[config.mk]
export PLATFORM = sky130hd
export DESIGN_NAME = mult_cell_arbiter
export DESIGN_NICKNAME = d
export VERILOG_FILES = /design/src/rtl/mult_cell_arbiter.sv
export SDC_FILE = /design/constraint.sdc
export NUM_CORES = 1
export LEC_CHECK = 0
export ABC_AREA = 1
export ABC_CLOCK_PERIOD_IN_PS = 1900
export CAP_MARGIN = 40
export CORE_AREA = 2 2 114 116
export DETAILED_ROUTE_END_ITERATION = 16
export DIE_AREA = 0 0 116 118
export GPL_TIMING_DRIVEN = 0
export PLACE_DENSITY = 0.72
export REMOVE_ABC_BUFFERS = 1
export SETUP_SLACK_MARGIN = 0.02
export SYNTH_ARGS = -nofsm -noshare
export SYNTH_HDL_FRONTEND = slang
export SYNTH_SLANG_ARGS = --single-unit
[constraint.sdc]
create_clock -name clk -period 1.9 [get_ports clk]
set_input_delay 0.285 -clock clk [delete_from_list [all_inputs] [get_ports clk]]
set_output_delay 0.285 -clock clk [all_outputs]
set_load 0.02 [all_outputs]
[src/rtl/mult_cell_arbiter.sv]
`default_nettype none
// ============================================================================
// Module   : mult_cell_arbiter
// Purpose  : Shares one pipelined multiply cell between two requester lanes.
//            Each lane runs IDLE -> WAIT -> DONE and holds one operation at a
//            time. A {valid, lane} tag pipeline routes each product back to
//            the lane that issued it.
// Options  : MULT_ARB_FIXED_PRIO_EN - lane 0 always wins contention
//            (default build: round-robin on the last granted lane)
// Revision : 1.0 - initial release
// ============================================================================
module mult_cell_arbiter #(
  parameter int MUL_LATENCY = 1
) (
  input  logic        clk,
  input  logic        reset,
  input  logic        req0_valid,
  input  logic        req1_valid,
  output logic        req0_ready,
  output logic        req1_ready,
  input  logic [31:0] req0_src1,
  input  logic [31:0] req0_src2,
  input  logic [31:0] req1_src1,
  input  logic [31:0] req1_src2,
  output logic        rsp0_valid,
  output logic        rsp1_valid,
  input  logic        rsp0_ready,
  input  logic        rsp1_ready,
  output logic [31:0] rsp0_result,
  output logic [31:0] rsp1_result,
  output logic [31:0] mul_src1,
  output logic [31:0] mul_src2,
  input  logic [31:0] mul_result,
  output logic        arb_busy
);

  typedef enum logic [1:0] {
    IDLE = 2'd0,
    WAIT = 2'd1,
    DONE = 2'd2
  } lane_state_t;

  lane_state_t state_q [2];
  lane_state_t state_d [2];

  logic [1:0]  req_valid_v;
  logic [1:0]  rsp_ready_v;
  logic [1:0]  eligible;
  logic [1:0]  grant;
  logic [1:0]  capture;
  logic [31:0] result_q [2];

  // Tag pipeline: stage 0 is written in the grant cycle, the last stage is
  // the tag whose product is on mul_result in the current cycle.
  logic [MUL_LATENCY-1:0] pipe_valid;
  logic [MUL_LATENCY-1:0] pipe_lane;
  logic                   exit_valid;
  logic                   exit_lane;

  assign req_valid_v = {req1_valid, req0_valid};
  assign rsp_ready_v = {rsp1_ready, rsp0_ready};
  assign exit_valid  = pipe_valid[MUL_LATENCY-1];
  assign exit_lane   = pipe_lane[MUL_LATENCY-1];
  assign capture[0]  = exit_valid && !exit_lane;
  assign capture[1]  = exit_valid &&  exit_lane;

  // A lane may be granted only from IDLE (registered state), never in reset.
  always_comb begin
    eligible = 2'b00;
    for (int i = 0; i < 2; i++) begin
      eligible[i] = !reset && (state_q[i] == IDLE) && req_valid_v[i];
    end
  end

`ifdef MULT_ARB_FIXED_PRIO_EN
  // Fixed priority: lane 0 wins whenever both lanes are eligible.
  always_comb begin
    grant    = 2'b00;
    grant[0] = eligible[0];
    grant[1] = eligible[1] && !eligible[0];
  end
`else
  // Last granted lane; reset value 1 so lane 0 wins the first contention.
  logic last_grant;

  // Round-robin: under contention the lane not granted most recently wins.
  always_comb begin
    grant = eligible;
    if (eligible == 2'b11) begin
      grant[0] = last_grant;
      grant[1] = !last_grant;
    end
  end

  // Pointer moves only when a grant actually happens.
  always_ff @(posedge clk) begin
    if (reset) begin
      last_grant <= 1'b1;
    end else if (grant != 2'b00) begin
      last_grant <= grant[1];
    end
  end
`endif

  // Granted lane's operands go straight to the multiply cell; zero otherwise.
  always_comb begin
    mul_src1 = 32'h0;
    mul_src2 = 32'h0;
    if (grant[0]) begin
      mul_src1 = req0_src1;
      mul_src2 = req0_src2;
    end else if (grant[1]) begin
      mul_src1 = req1_src1;
      mul_src2 = req1_src2;
    end
  end

  // Shift the {valid, lane} tag alongside the multiply cell's latency.
  always_ff @(posedge clk) begin
    if (reset) begin
      pipe_valid <= '0;
      pipe_lane  <= '0;
    end else begin
      pipe_valid[0] <= |grant;
      pipe_lane[0]  <= grant[1];
      for (int k = 1; k < MUL_LATENCY; k++) begin
        pipe_valid[k] <= pipe_valid[k-1];
        pipe_lane[k]  <= pipe_lane[k-1];
      end
    end
  end

  // Lane state registers.
  always_ff @(posedge clk) begin
    if (reset) begin
      state_q[0] <= IDLE;
      state_q[1] <= IDLE;
    end else begin
      state_q[0] <= state_d[0];
      state_q[1] <= state_d[1];
    end
  end

  // Lane next-state: grant -> WAIT, tagged product -> DONE, consumed -> IDLE.
  always_comb begin
    for (int i = 0; i < 2; i++) begin
      state_d[i] = state_q[i];
      case (state_q[i])
        IDLE:    if (grant[i])       state_d[i] = WAIT;
        WAIT:    if (capture[i])     state_d[i] = DONE;
        DONE:    if (rsp_ready_v[i]) state_d[i] = IDLE;
        default:                     state_d[i] = IDLE;
      endcase
    end
  end

  // Capture the product into the tagged lane only; held until next capture.
  always_ff @(posedge clk) begin
    if (reset) begin
      result_q[0] <= 32'h0;
      result_q[1] <= 32'h0;
    end else begin
      if (capture[0]) result_q[0] <= mul_result;
      if (capture[1]) result_q[1] <= mul_result;
    end
  end

  assign req0_ready  = grant[0];
  assign req1_ready  = grant[1];
  assign rsp0_valid  = (state_q[0] == DONE);
  assign rsp1_valid  = (state_q[1] == DONE);
  assign rsp0_result = result_q[0];
  assign rsp1_result = result_q[1];
  assign arb_busy    = (state_q[0] != IDLE) || (state_q[1] != IDLE);

endmodule
`default_nettype wire

==> summary.md <==
| Metric | Value |
|---|---|
| Outcome | `complete, but fails checks` |
| Violated checks | `setup timing` |
| Final min period | `2.01 ns` |
| Synth Area per Inst | `slightly below 9 sq um` |
| Setup violations, final | `45` |
| Peak VDD IR | `~360 uV` |
| Pre-Repair DR Iteration Count | `4` |
| Area of the die | `around 14000 sq um` |
| Final global-route overflow total | `0` |
| Leak | `about 0.0038 uW` |
| Final hold violation count | `0` |
| CP cell instances | `buf_6, nor2_4, nand3_4, buf_12, buf_12, buf_16, nand3_2, nand2_2, buf_6` |
| IO Port Bufs | `298` |
| WL/cell | `~20 um` |
| Fin crit share | `106%` |
| Num ports | `~300` |
| Max Root-Sink Buffers | `2` |
| Core area | `between 10000 and 15000 sq um` |
| Post-synth ARST share | `0%` |
| Slew margin rel. | `between 60% and 70%` |
| Synth Register Bits | `71` |
| Vias in the first global route | `around 4.5k` |
| Cts hold-fix bufs | `0` |
| Initial antenna violation count | `1` |
| TritonCTS Sinks | `71` |
| Synth Warn # | `0` |
| Worst Tran Pin Value | `between 0.5 and 0.6 ns` |
| Area contributors post-synth | `edfxtp_1, nand2_1, nand3_1, inv_1, nor2_1` |
| Nets | `between 900 and 1k` |
| Critical path depth in cells | `9` |
| Layout cells sized above 1 | `between 30% and 40%` |
| CP arrival | `around 1.7 ns` |
| Syn Std Cell Area | `about 3500 sq um` |
| Die height | `roughly 120 um` |
| Clock tree from TritonCTS | `done` |
| Buffers & Inverters on Critical Path | `5` |
| Starting Density | `about 28%` |
| Clock skew | `0.00484 ns` |
| FF-to-FF path depth | `5` |
| Via-to-Cell Ratio | `between 4 and 5` |
| Via count | `approximately 4.3k` |
| Area occupied by multi-input gates | `roughly 1900 sq um` |
| Sequential cell area | `~2100 sq um` |
| Top_reg_cell synth | `edfxtp_1` |
| Commonest cells in the netlist | `nand2_1, nand3_1, edfxtp_1` |
| Crit Path Class | `reg -> out` |
| Unique cell type count in the Yosys netlist | `17` |
| DP HPWL | `11800 um` |
| Part of the Yosys area used for sequential elements | `between 50% and 60%` |
| Total negative setup slack | `-2.83 ns` |
| Worst Path Required | `approximately 1.6 ns` |
| Fin. max-slew vios | `0` |
| Crit-path max FO | `4` |
| Die X | `between 100 and 150 um` |
| Worst Setup End Kind | `output pin` |
| Top cell type by total area after synthesis | `edfxtp_1` |
| Clk root buf | `clkbuf_16` |
| RSZ-0062 raised after global routing | `yes` |
| CP max stage cell | `dfxtp_2` |
| Min Hold Slack | `0.244 ns` |
| Final worst slack | `-0.106 ns` |
| Hold Crit Class | `in -> reg` |
| DRC Markers | `0` |
| FP Rows | `between 40 and 50` |
| Max cap viols | `0` |
| DRT iter0 DRCs | `260` |
| Cell family with most CP delay | `buffers and inverters` |
| Largest net degree at the start of global routing | `24` |
| CP startpoint kind | `flip-flop` |
| Worst-path clk slew | `~0.050 ns` |
| First-pass GRT wire length | `25500 um` |
| Total GRT Usage | `between 20% and 30%` |
| Cells after Synth | `400` |
| Fillers | `923` |
| Hold Crit Depth | `2` |
| Num CTS Buffers | `9` |
| PwrDens | `616 nW/um^2` |
| DRT antenna net count | `0` |
| Most frequent cell after synthesis | `nand2_1` |
| Max incr delay on CP | `0.33 ns` |
| Synth-to-layout area growth | `143%` |
| Share of the synthesized area in the top cell type | `a little over half` |
| H-tree Lvls | `3` |
| Gpl congestion | `roughly 0.85` |
| Worst-skew pair later-pin latency | `between 0.3 and 0.4 ns` |
| Fmax | `between 400 and 500 MHz` |
| Post-synth EDFFs | `64` |
| Final wirelength | `18600 um` |
cell type report:
type | instances | area share (%)
Inverter | 46 | 2.21
Tap cell | 172 | 2.53
Clock inverter | 5 | 0.324
Timing Repair inverter | 1 | 0.133
Antenna cell | 1 | 0.0295
Multi-Input combinational cell | 262 | 21.8
Clock buffer | 9 | 2.65
Timing Repair Buffer | 353 | 45.9
Sequential cell | 71 | 24.4
logic make-up after synthesis:
family / Yosys count / share of synthesized area (%)
DFF: 71 / 59.0
and+or+nand+nor: 254 / 30.8
AOI/OAI and AO/OA: 5 / 0.787
buffers and inverters: 70 / 9.45
layout by cell type (no fill, tap or decap):
cell,count
clkdlybuf4s50_1,227
edfxtp_1,64
buf_6,62
nand2_2,56
nand2_1,52
inv_1,39
nor2_1,37
nand2_4,36
nand3_2,30
nand3_1,27
buf_4,18
clkbuf_16,13
nand3_4,12
buf_16,11
buf_12,11
buf_2,10
nor2_4,6
dlygate4sd2_1,5
buf_8,5
a21oi_1,4
inv_2,3
inv_4,3
dfxtp_1,3
dfxtp_4,3
inv_8,2
clkinvlp_4,2
clkinv_1,2
diode_2,1
nand2_8,1
o211ai_1,1
clkinv_2,1
dfxtp_2,1
report_power, final:
| group | switching, uW | internal [uW] | total, uW |
|---|---|---|---|
| clock network | 560 | 854 | 1410 |
| registers | 43.4 | 1850 | 1890 |
| logic | 930 | 996 | 1930 |
| total | 1530 | 3700 | 5230 |
final timing paths:
path | from | endpoint | slack (ns)
worst min register to register | exit_lane | state_q[0][3] | 0.53
worst max-delay path | state_q[0][2] | mul_src2[4] | -0.11
worst min-delay path | reset | state_q[0][0] | 0.24
worst max register to register | exit_valid | result_q[0][7] | 0.22
per-layer routing:
| metal | vias up | part of all wire (%) | GRT usage (%) | routed length (um) |
|---|---|---|---|---|
| li1 | 1979 | - | - | - |
| met1 | 2048 | 35 | 26.7 | 6460 |
| met2 | 257 | 53 | 45.2 | 9920 |
| met3 | 41 | 8.9 | 7.72 | 1670 |
| met4 | 0 | 3.2 | 11.4 | 597 |
| met5 | - | 0 | 0 | 0 |
repair_timing:
action | CTS | global route
gates cloned | 14 | 4
pin swaps | 26 | 32
setup endpoints to repair | 66 | 62
resized for setup | 468 | 150
setup buffers | 35 | 6
sequential cells by signal, summed over array words and instances (netlist names):
name        cells
exit_lane       1
exit_valid      1
last_grant      1
result_q       64
state_q         4
per-stage QoR:
stage / area, sq um / utilization [%] / std cells / worst slack, ns / total power [uW]
after floorplan: 3340 / - / 376 / -0.487 / 2460
after global placement: 6540 / 52.7 / 846 / -2.22 / 3350
after detailed placement: 6670 / 53.7 / 852 / -1.19 / 3400
after CTS: 7890 / 63.6 / 914 / -0.150 / 5080
after global routing: 8490 / 68.4 / 920 / -0.168 / 5450
final: 8490 / 68.4 / 920 / -0.106 / 5230
Power figures use the tool's default switching activity.
